File: src/rtl/rc4_pkg.sv
// Shared definitions for the RC4 data path: byte width, default sizing and
// the stream-xor control states.
package rc4_pkg;
   localparam int BYTE_W       = 8;
   localparam int DEF_LEN_W    = 16;
   localparam int DEF_KS_DEPTH = 4;

   typedef enum logic [1:0] {
      IDLE  = 2'd0,
      RUN   = 2'd1,
      FLUSH = 2'd2,
      DONE  = 2'd3
   } state_t;
endpackage

File: src/rtl/rc4_ks_fifo.sv
// Small synchronous keystream FIFO; pointers carry one extra bit so that
// full and empty can be told apart when the indices match.
module rc4_ks_fifo
   import rc4_pkg::*;
#(
   parameter int DEPTH = DEF_KS_DEPTH,
   parameter int W     = BYTE_W
) (
   input  logic         clk,
   input  logic         rst,
   input  logic         push,
   input  logic [W-1:0] wdata,
   input  logic         pop,
   output logic [W-1:0] head,
   output logic         full,
   output logic         empty
);
   localparam int AW = $clog2(DEPTH);
   localparam logic [AW:0] PTR_ONE = (AW+1)'(1);

   logic [W-1:0] mem [DEPTH];
   logic [AW:0]  wr_ptr, rd_ptr;

   always_ff @(posedge clk or posedge rst) begin
      if (rst) begin
         wr_ptr <= '0;
         rd_ptr <= '0;
      end else begin
         if (push && !full) wr_ptr <= wr_ptr + PTR_ONE;
         if (pop && !empty) rd_ptr <= rd_ptr + PTR_ONE;
      end
   end

   // Storage needs no reset: the pointers alone decide what is valid.
   always_ff @(posedge clk) begin
      if (push && !full) mem[wr_ptr[AW-1:0]] <= wdata;
   end

   assign head  = mem[rd_ptr[AW-1:0]];
   assign empty = (wr_ptr == rd_ptr);
   assign full  = (wr_ptr[AW] != rd_ptr[AW]) && (wr_ptr[AW-1:0] == rd_ptr[AW-1:0]);
endmodule

File: src/rtl/rc4_stream_xor.sv
// Pairs each data byte with one buffered keystream byte and emits the XOR
// through a registered output stage; pulses done once the message is out.
module rc4_stream_xor
   import rc4_pkg::*;
#(
   parameter int KS_DEPTH = DEF_KS_DEPTH,
   parameter int LEN_W    = DEF_LEN_W
) (
   input  logic              clk,
   input  logic              rst,
   input  logic              start,
   input  logic [LEN_W-1:0]  msg_length,
   input  logic [BYTE_W-1:0] ks_data,
   input  logic              ks_valid,
   output logic              ks_ready,
   input  logic [BYTE_W-1:0] din,
   input  logic              din_valid,
   output logic              din_ready,
   output logic [BYTE_W-1:0] dout,
   output logic              dout_valid,
   input  logic              dout_ready,
   output logic              busy,
   output logic              done
);
   localparam logic [LEN_W-1:0] CNT_ONE = LEN_W'(1);

   state_t            state, state_nxt;
   logic [LEN_W-1:0]  len_q, ks_cnt, in_cnt, out_cnt;
   logic              fifo_full, fifo_empty;
   logic [BYTE_W-1:0] fifo_head;
   logic              ks_xfer, din_xfer, dout_xfer;

   assign ks_xfer   = ks_valid && ks_ready;
   assign din_xfer  = din_valid && din_ready;
   assign dout_xfer = dout_valid && dout_ready;

   rc4_ks_fifo #(.DEPTH(KS_DEPTH), .W(BYTE_W)) u_fifo (
      .clk   (clk),
      .rst   (rst),
      .push  (ks_xfer),
      .wdata (ks_data),
      .pop   (din_xfer),
      .head  (fifo_head),
      .full  (fifo_full),
      .empty (fifo_empty)
   );

   always_ff @(posedge clk or posedge rst) begin
      if (rst) state <= IDLE;
      else     state <= state_nxt;
   end

   always_comb begin
      state_nxt = state;
      case (state)
         IDLE:  if (start) state_nxt = (msg_length == '0) ? DONE : RUN;
         RUN:   if (in_cnt == len_q) state_nxt = FLUSH;
         FLUSH: if (out_cnt == len_q) state_nxt = DONE;
         DONE:  state_nxt = IDLE;
         default: state_nxt = IDLE;
      endcase
   end

   // Keystream is only requested up to the message length, so any surplus
   // stays with the generator for the next message.
   always_comb begin
      ks_ready  = 1'b0;
      din_ready = 1'b0;
      busy      = 1'b0;
      done      = 1'b0;
      case (state)
         RUN: begin
            busy      = 1'b1;
            ks_ready  = !fifo_full && (ks_cnt < len_q);
            din_ready = !fifo_empty && (!dout_valid || dout_ready);
         end
         FLUSH: begin
            busy     = 1'b1;
            ks_ready = !fifo_full && (ks_cnt < len_q);
         end
         DONE:    done = 1'b1;
         default: ;
      endcase
   end

   always_ff @(posedge clk or posedge rst) begin
      if (rst) begin
         len_q   <= '0;
         ks_cnt  <= '0;
         in_cnt  <= '0;
         out_cnt <= '0;
      end else if (state == IDLE && start) begin
         len_q   <= msg_length;
         ks_cnt  <= '0;
         in_cnt  <= '0;
         out_cnt <= '0;
      end else begin
         if (ks_xfer)   ks_cnt  <= ks_cnt + CNT_ONE;
         if (din_xfer)  in_cnt  <= in_cnt + CNT_ONE;
         if (dout_xfer) out_cnt <= out_cnt + CNT_ONE;
      end
   end

   // A new byte may replace one being accepted in the same cycle, which
   // keeps the output stage at one byte per cycle.
   always_ff @(posedge clk or posedge rst) begin
      if (rst) begin
         dout       <= '0;
         dout_valid <= 1'b0;
      end else if (din_xfer) begin
         dout       <= din ^ fifo_head;
         dout_valid <= 1'b1;
      end else if (dout_xfer) begin
         dout_valid <= 1'b0;
      end
   end
endmodule

File: config.mk
export PLATFORM = sky130hd
export DESIGN_NAME = rc4_stream_xor
export DESIGN_NICKNAME = d
export VERILOG_FILES = /design/src/rtl/rc4_pkg.sv /design/src/rtl/rc4_ks_fifo.sv /design/src/rtl/rc4_stream_xor.sv
export SDC_FILE = /design/constraint.sdc
export NUM_CORES = 1
export LEC_CHECK = 0
export CAP_MARGIN = 0
export CORE_UTILIZATION = 52
export DETAILED_ROUTE_END_ITERATION = 7
export PLACE_DENSITY = 0.72
export SETUP_SLACK_MARGIN = 0.5
export SLEW_MARGIN = 20
export SYNTH_ARGS = -nofsm -noshare
export SYNTH_HDL_FRONTEND = slang
export SYNTH_SLANG_ARGS = --single-unit
File: constraint.sdc
create_clock -name clk -period 2.76 [get_ports clk]
set_clock_uncertainty 0.2 [all_clocks]
set_input_delay 0.552 -clock clk [delete_from_list [all_inputs] [get_ports clk]]
set_output_delay 0.552 -clock clk [all_outputs]
set_load 0.05 [all_outputs]
==> flow_metrics.tcl, run 1 <==
set metrics [dict create \
    antenna_found_initial 0 \
    tightest_slew_ns 0.549 \
    netlist_area_sq_um 5820 \
    post-route-util_pct 70.5 \
    p_leak_nw 3.30 \
    vdd.ir_drop.worst_uv 660 \
    clk_latency_ns 0.54 \
    relSlewSlack_pct 63.3 \
    die_x_um 108 \
    pin_count 51 \
    htree_num_levels 4 \
    fillers 745 \
    wirelength_um 14200 \
    nNetsFinal 706 \
    core_sq_um 10900 \
    ys.flop_type "dfrtp_1" \
    violations "negative setup slack" \
    clk_path_buf_depth 2 \
    worstPathMaxFanout 3 \
    rsz0062_at_grt "true" \
    endpoint_kind "primary output" \
    globalRouteMet1Util_pct 33.4 \
    avgSynthCellArea_sq_um 11.0 \
    finalHoldViolCount 0 \
    vias 4454 \
    final_common_cell "dfrtp_1" \
    grt_first_pass_wirelength_um 23300 \
    drv_cap 0 \
    drt_iter0_drc 237 \
    drive_above_1_share_pct 21.3 \
    grt_busiest_layer "met2" \
    synth-seq-cells 113 \
    synthToLayoutAreaGrowth_pct 31.8 \
    required_ns 2.01 \
    gp_congestion 0.921 \
    cp-start-kind "flip-flop" \
    power.density_nw_per_um2 620 \
    path_class "reg2out" \
    num_rows 38 \
    diodes 0 \
    portBuffers 50 \
    cts_root_buffer "clkbuf_8" \
    post-place-ws_ns 0.0688 \
    cts_buffers 17 \
    grt_max_degree 82 \
    drtPass1Iterations 4 \
    viasPerCell 5.62 \
    ys_seq_area_share_pct 51.3 \
    gr-usage-met2_pct 44.8 \
    die_area_sq_um 11600 \
    ys_types 47 \
    arrival_ns 2.40 \
    drv_slew 0 \
    power_w 0.00476 \
    setup_viol 52 \
    max_freq_ghz 0.318 \
    status "finished with violations" \
    hold_path.class "reg2reg" \
    synthesis.nets 595 \
    clkSinkCount 113 \
    clk_pin_slew_ns 0.06 \
    use_met3_pct 7.26 \
    cts_tree "yes" \
    dp_hpwl_um 9210 \
    wl_per_cell_um 17.9 \
    initial_core_util_pct 53.5 \
    drc_errors 0 \
    drtAntennaViolNets 0 \
    grt.overflow.total 0 \
    async_flop_share_pct 71.7 \
    ys_warn_count 0 \
    layout_common_cells "dfrtp_1 (79), nand2_1 (58), buf_4 (46)" \
    grt_use_total_pct 27.2 \
    timing.final.ws_setup_ns -0.388 \
    grt_pass1_vias 4605 \
    die_y_um 108 \
    synth_edf_count 32 \
    min_period_over_period_pct 114 \
    period_needed_ns 3.15 \
    synthCells 529 \
]
==> routing by layer <==
| metal | routed length (um) | vias to the layer above |
|---|---|---|
| met1 | 6010 | 2189 |
| li1 | - | 2110 |
| met4 | 367 | 0 |
| met5 | 0 | - |
| met2 | 7200 | 121 |
| met3 | 629 | 34 |
==> layout make-up <==
class,count,area [sq um],area share [%]
clock buffer,22,443,5.77
clock inverter,10,92.6,1.21
inverter,25,97.6,1.27
multi-input combinational,377,2890,37.6
sequential,113,2990,39.0
tap,140,175,2.28
timing repair buffer,106,987,12.9
==> what timing repair did <==
item,4_1_cts,5_1_grt
cloned,4,0
resized for setup,51,19
endpoints found under the setup margin,65,57
setup buffers,31,4
pin swaps,13,10
hold buffers,0,0
==> cells by family (layout without fill, tap and decap cells) <==
kind of cell               after synthesis  after routing  synth area share (%)
AOI/OAI and AO/OA                       77             77                  7.98
xor gates and xnor gates                76             76                  11.6
adders and majority gates               28             28                  6.02
buffers and inverters                   43            163                  3.27
DFF                                    113            113                  51.3
muxes                                    9              9                  3.53
and+or+nand+nor                        183            187                  16.3
==> worst max-delay path, stage by stage (launching register included) <==
cell and delay (ns):
dfrtp_1 0.44, ha_4 0.30, nand4_1 0.12, a2111o_1 0.32
or3_4 0.35, and3_4 0.18, buf_12 0.14
==> worst paths after layout <==
kind                       slack [ns]  cells past startpoint                to       start
max in group asynchronous        1.69                      3         ks_cnt[1]         rst
max reg2reg                     -0.39                     13  u_fifo.mem[1][6]  ks_cnt[15]
max                             -0.39                      6          ks_ready  ks_cnt[15]
min in group asynchronous        0.29                      3           dout[4]         rst
min reg2reg                      0.28                      2           dout[4]     dout[4]
min                              0.28                      2           dout[4]     dout[4]
==> per-stage QoR <==
step / cells / hold slack, ns / instance area (sq um) / TNS, ns
5_1_grt: 793 / 0.305 / 7670 / -20.59
3_5_place_dp: 722 / 0.274 / 6660 / 0
2_1_floorplan: 529 / 0.261 / 5880 / 0
3_3_place_gp: 722 / 0.263 / 6660 / 0
6_report: 793 / 0.281 / 7670 / -17.83
4_1_cts: 789 / 0.283 / 7560 / -12.55
==> where the power goes <==
part	switching (W)	internal [W]	leakage (nW)
sequential	0.000105	0.00190	1.32
combinational	0.000395	0.000367	1.73
clock	0.000783	0.00121	0.251
total	0.00128	0.00347	3.30
==> Yosys cell counts, types with 2 or more instances <==
cell       n  area share (%)
a21oi_1   24             2.1
and2_1     7            0.75
and3_1    11             1.2
and4_1     4            0.60
buf_2      2            0.17
buf_6      3            0.58
clkbuf_1  12            0.77
dfrtp_1   81              35
edfxtp_1  32              17
ha_1      28             6.0
inv_1     25             1.6
mux4_1     4             1.8
mux4_2     4             1.5
nand2_1   58             3.7
nand2b_1   3            0.32
nand3_1   17             1.5
nand4_1   19             2.0
nor2_1    32             2.1
nor3_1     2            0.17
nor4_1     8            0.86
o21ai_0   33             2.8
o31ai_1    8             1.0
o41ai_1    2            0.30
or3_1      7            0.75
or4_1      8             1.0
xnor2_1   35             5.3
xor2_1    40             6.0
==> sequential cells by signal, summed over array words and instances (netlist names), 2 cells and up <==
signal and cells:
ks_cnt 16, in_cnt 16, dout 8, len_q 16, u_fifo.mem 32, state 2
u_fifo.wr_ptr 3, out_cnt 16, u_fifo.rd_ptr 3
(Power assumes the default switching activity.)
==> inputs of run 2 (changes only) <==
--- a/config.mk
+++ b/config.mk
@@ -6,9 +6,10 @@
 export NUM_CORES = 1
 export LEC_CHECK = 0
 export CAP_MARGIN = 0
-export CORE_UTILIZATION = 52
+export CORE_MARGIN = 1
+export CORE_UTILIZATION = 60
 export DETAILED_ROUTE_END_ITERATION = 7
-export PLACE_DENSITY = 0.72
+export PLACE_DENSITY = 0.78
 export SETUP_SLACK_MARGIN = 0.5
 export SLEW_MARGIN = 20
 export SYNTH_ARGS = -nofsm -noshare
==> constraint.sdc (replaced) <==
create_clock -name clk -period 3.7 [get_ports clk]
set_clock_uncertainty 0.2 [all_clocks]
set_input_delay 0.74 -clock clk [delete_from_list [all_inputs] [get_ports clk]]
set_output_delay 0.74 -clock clk [all_outputs]
set_load 0.05 [all_outputs]
==> run 2 against run 1 <==
Effect of this change: the run now ends clean; sequential cell count is the same; cell count down 5.3%; via count up 0.61%; clock power decreased by 21%; worst setup slack improved by 0.68 ns; critical path depth is 1 higher; sequential power fell by 25%; non-clock buffer count is 27 lower; largest power group is now the clock network.
==> flow_metrics.tcl, run 2 (synthesis gave the netlist of run 1 again) <==
set metrics [dict create \
    clk_latency_ns 0.53 \
    layout_common_cells "dfrtp_1 (78), nand2_1 (58), clkdlybuf4s50_1 (47)" \
    dp_hpwl_um 9500 \
    p_clk_share_pct 44.3 \
    grt_pass1_vias 4554 \
    p_leak_nw 3.07 \
    period_needed_ns 3.41 \
    power.density_nw_per_um2 491 \
    wl_met2_um 7160 \
    crit_slowest_cell "or3_4" \
    grt_use_total_pct 31.7 \
    clk_path_buf_depth 2 \
    setup_viol 0 \
    ctsHoldBuffers 0 \
    die_area_sq_um 10100 \
    wl_per_cell_um 19.4 \
    fin_tns_setup_ns 0 \
    min_from "dout[3]" \
    grt_max_degree 43 \
    status "completed" \
    arrival_ns 2.47 \
    wl_met1_um 5870 \
    placed_area_sq_um 6440 \
    htree_num_levels 4 \
    pin_count 51 \
    drtPass1Iterations 5 \
    seqPwrFrac_pct 41.9 \
    r2r_start "len_q[11]" \
    drv_slew 0 \
    routed-wl-met3_um 921 \
    fin_area_sq_um 7260 \
    initial_core_util_pct 62.4 \
    power_switching_w 0.000963 \
    p_int_w 0.00261 \
    vias 4481 \
    max_freq_ghz 0.294 \
    power_w 0.00357 \
    crit_family "simple AND/OR/NAND/NOR gates" \
    vdd.ir_drop.worst_uv 481 \
    cts_buffers 17 \
    finalHoldViolCount 0 \
    clkSinkCount 113 \
    hold_path.class "reg2reg" \
    path_class "reg2out" \
    grt.overflow.total 0 \
    viasPerCell 5.97 \
    endpoint_kind "primary output" \
    min_period_over_period_pct 92.0 \
    drc_errors 0 \
    num_rows 35 \
    r2r-end "u_fifo.mem[1][3]" \
    dr.max_layer_used "met4" \
    cp.depth 7 \
    diodes 0 \
    r2r_cells 8 \
    gp_congestion 0.920 \
    tightest_slew_ns 0.769 \
    synthToLayoutAreaGrowth_pct 24.8 \
    clk_pin_slew_ns 0.06 \
    cts_tree "yes" \
    drive_above_1_share_pct 13.7 \
    relSlewSlack_pct 48.7 \
    required_ns 2.76 \
    path_cells "inv_1 -> ha_1 -> o21ai_2 -> a2111o_1 -> or3_4 -> and3_4 -> buf_6" \
    cp-start-kind "flip-flop" \
    drv_cap 0 \
    worstPathMaxFanout 2 \
    p_sw_share_pct 27.0 \
    drtAntennaViolNets 0 \
    cts_root_buffer "clkbuf_8" \
    combPwrFrac_pct 13.8 \
    drt_iter0_drc 269 \
    final_common_cell "dfrtp_1" \
    die_y_um 100 \
    r2r_setup_slack_ns 0.71 \
    grt_first_pass_wirelength_um 23500 \
    hold_depth 2 \
    wirelength_um 14500 \
    path_buf_inv 2 \
    whs_endpoint "dout[3]" \
    rsz0062_at_grt "true" \
    largest_reg_flops 32 \
    nNetsFinal 675 \
    slowest_delay_ns 0.40 \
    antenna_found_initial 0 \
    core_sq_um 9330 \
    portBuffers 50 \
    die_x_um 100 \
]
-- run 2: how the worst max path moves through the flow --
stage,start,end
after floorplan,rst,dout[0]
after global placement,len_q[14],ks_ready
after detailed placement,len_q[13],ks_ready
after CTS,ks_cnt[4],ks_ready
after global routing,ks_cnt[13],ks_ready
final,len_q[3],ks_ready
-- run 2: timing repair --
action / in CTS / in global routing
endpoints found under the hold margin: 0 / 0
resized for setup: 13 / 5
setup buffers: 19 / 4
endpoints found under the setup margin: 1 / 2
pin swaps: 5 / 1
-- run 2: power groups by stage --
stage | sequential, W | clock [W] | combinational [W]
5_1_grt | 0.00151 | 0.00164 | 0.000542
4_1_cts | 0.00149 | 0.00158 | 0.000486
3_3_place_gp | 0.00151 | 0 | 0.000398
2_1_floorplan | 0.00149 | 0 | 0.000297
3_5_place_dp | 0.00153 | 0 | 0.000415
6_report | 0.00150 | 0.00158 | 0.000492
-- run 2: cell type report --
class	count	area [sq um]
clock buffers	19	432
clock inverters	13	139
fillers	583	2060
inverters	25	95.1
multi-input cells	373	2710
flip-flops and latches	113	2990
well taps	129	161
repair buffers	79	732
-- run 2: worst reg2reg max path, delay by kind of cell, from the launching register on --
kind                     cells  cell delay [ns]
flip-flops                   1             0.40
buffers and inverters        2             0.26
AND/OR/NAND/NOR              2             0.84
adder cells (fa/ha/maj)      1             0.33
AO/OA/AOI/OAI                3             0.60
-- run 2: stage by stage --
step	cells	setup WS, ns	utilization, %	hold WS, ns
final	751	0.294	77.9	0.275
after global routing	751	0.231	77.9	0.317
after CTS	747	0.328	77.1	0.282
after detailed placement	696	0.200	69.1	0.269
after global placement	696	0.255	69.1	0.262
after floorplan	529	0.680	-	0.261
-- run 2: metal layers --
metal	up-vias	track usage, %
met5	-	0
met4	0	15.4
met3	57	8.04
met2	188	52.1
met1	2192	39.4
li1	2044	-
==> inputs of run 3 (changes only) <==
==> constraint.sdc (replaced) <==
create_clock -name clk -period 4.15 [get_ports clk]
set_clock_uncertainty 0.2 [all_clocks]
set_input_delay 0.83 -clock clk [delete_from_list [all_inputs] [get_ports clk]]
set_output_delay 0.83 -clock clk [all_outputs]
set_load 0.05 [all_outputs]
==> run 3 against run 2 <==
Effect of this change: critical path depth is the same; global-route usage is 2.9 points lower; sequential share of layout area increased by 0.76 points; largest cell class unchanged.
==> flow_metrics.tcl, run 3 (synthesis gave the netlist of run 1 again) <==
set metrics [dict create \
    grt.overflow.total 0 \
    fin_tns_setup_ns 0 \
    p_leak_nw 3.01 \
    combPwrFrac_pct 12.4 \
    relSlewSlack_pct 59.7 \
    endpoint_kind "primary output" \
    synthToLayoutAreaGrowth_pct 22.5 \
    grt_pass1_vias 4365 \
    clkSinkCount 113 \
    hold_path.class "reg2reg" \
    pin_count 51 \
    drtPass1Iterations 5 \
    path_class "reg2out" \
    gp_congestion 0.869 \
    cp-startpoint "len_q[14]" \
    cts_buffers 17 \
    die_area_sq_um 10100 \
    placedCellCount 694 \
    p_clk_share_pct 43.9 \
    drt_iter0_drc 202 \
    r2r-end "u_fifo.mem[1][6]" \
    timing.final.ws_setup_ns 0.501 \
    drc_errors 0 \
    arrival_ns 2.62 \
    grt_first_pass_wirelength_um 21500 \
    clk_path_buf_depth 2 \
    tightest_slew_ns 0.603 \
    p_int_w 0.00223 \
    drive_above_1_share_pct 11.5 \
    layout_common_cells "dfrtp_1 (79), nand2_1 (58), clkdlybuf4s50_1 (48)" \
    clk_pin_slew_ns 0.06 \
    cts_root_buffer "clkbuf_8" \
    initial_core_util_pct 62.4 \
    clk_latency_ns 0.52 \
    r2r_setup_slack_ns 0.97 \
    htree_num_levels 4 \
    min_period_over_period_pct 87.9 \
    die_y_um 100 \
    cp-start-kind "flip-flop" \
    period_needed_ns 3.65 \
    grt_max_degree 62 \
    wl_per_cell_um 18.3 \
    dp_hpwl_um 9010 \
    drv_slew 0 \
    r2r_start "len_q[14]" \
    r2r_cells 9 \
    seqPwrFrac_pct 43.7 \
    core_sq_um 9330 \
    vias 4341 \
    vdd.ir_drop.worst_uv 418 \
    nNetsFinal 662 \
    final_common_cell "dfrtp_1" \
    num_rows 35 \
    largest_reg_flops 32 \
    stdcell_count 738 \
    holdWs_ns 0.286 \
    power.density_nw_per_um2 430 \
    portBuffers 50 \
    power_w 0.00307 \
    status "completed" \
    rsz0062_at_grt "true" \
    max_freq_ghz 0.274 \
    worstPathMaxFanout 3 \
    die_x_um 100 \
    critPathCapture "ks_ready" \
    min_from "dout[4]" \
    finalHoldViolCount 0 \
    drtAntennaViolNets 0 \
    cts_tree "yes" \
    power_switching_w 0.000842 \
    post-place-ws_ns 0.470 \
    p_sw_share_pct 27.4 \
    antenna_found_initial 0 \
    setup_viol 0 \
    drv_cap 0 \
    viasPerCell 5.88 \
    grt_use_total_pct 28.8 \
    ctsHoldBuffers 0 \
    diodes 0 \
    required_ns 3.12 \
    wirelength_um 13500 \
]
run 3: cell types whose count changed in the layout (fill, tap and decap cells not counted), sizes merged:
cell	previous run	this run
clkinv	6	4
dlygate4sd2	0	1
inv	25	29
clkdlybuf4s50	47	48
dlymetal6s2s	1	0
clkbuf	19	18
bufinv	2	1
buf	31	17
run 3: timing repair:
action,in CTS,in global routing
cloned,0,0
pin swaps,1,4
gates resized for setup,6,13
buffers inserted,1,11
hold endpoints to repair,0,0
setup endpoints to repair,2,1
run 3: worst min path at each step:
| stage | cells after the start | end | slack, ns |
|---|---|---|---|
| after floorplan | 1 | u_fifo.wr_ptr[2] | 0.26 |
| after global placement | 2 | dout[1] | 0.26 |
| after detailed placement | 2 | dout[4] | 0.28 |
| after CTS | 2 | dout[4] | 0.29 |
| after global routing | 2 | dout[4] | 0.32 |
| final | 2 | dout[4] | 0.29 |
run 3: critical path: stages (launching register included):
cell and delay (ns):
dfrtp_1 0.40, inv_2 0.08, ha_4 0.27, nand4_1 0.16, a2111o_1 0.44, or3_4 0.40, and3_4 0.20, buf_8 0.14
run 3: power by group through the flow:
stage / Clock, W / Sequential, W / Combinational [W]
final: 0.00135 / 0.00134 / 0.000380
after detailed placement: 0 / 0.00136 / 0.000365
after global routing: 0.00141 / 0.00135 / 0.000420
after global placement: 0 / 0.00135 / 0.000358
after floorplan: 0 / 0.00133 / 0.000265
after CTS: 0.00136 / 0.00134 / 0.000369
run 3: stage by stage:
step | utilization [%] | area, sq um
floorplan | - | 5820
global route | 76.4 | 7130
finish | 76.4 | 7130
detailed placement | 69.1 | 6440
CTS | 75.0 | 6990
global placement | 69.1 | 6440
run 3: area by class of cell:
type / count / area, sq um
Multi-Input combinational cell: 373 / 2690
Inverter: 25 / 95.1
Clock buffer: 18 / 418
Timing Repair Buffer: 66 / 649
Fill cell: 577 / 2200
Tap cell: 129 / 161
Sequential cell: 113 / 2990
Clock inverter: 14 / 130
run 3: routing by layer:
metal	global-route usage [%]	vias up	wire length (um)
li1	-	2018	-
met1	36.2	2118	5490
met2	47.4	173	6800
met3	7.07	32	872
met4	13.4	0	363
met5	0	-	0
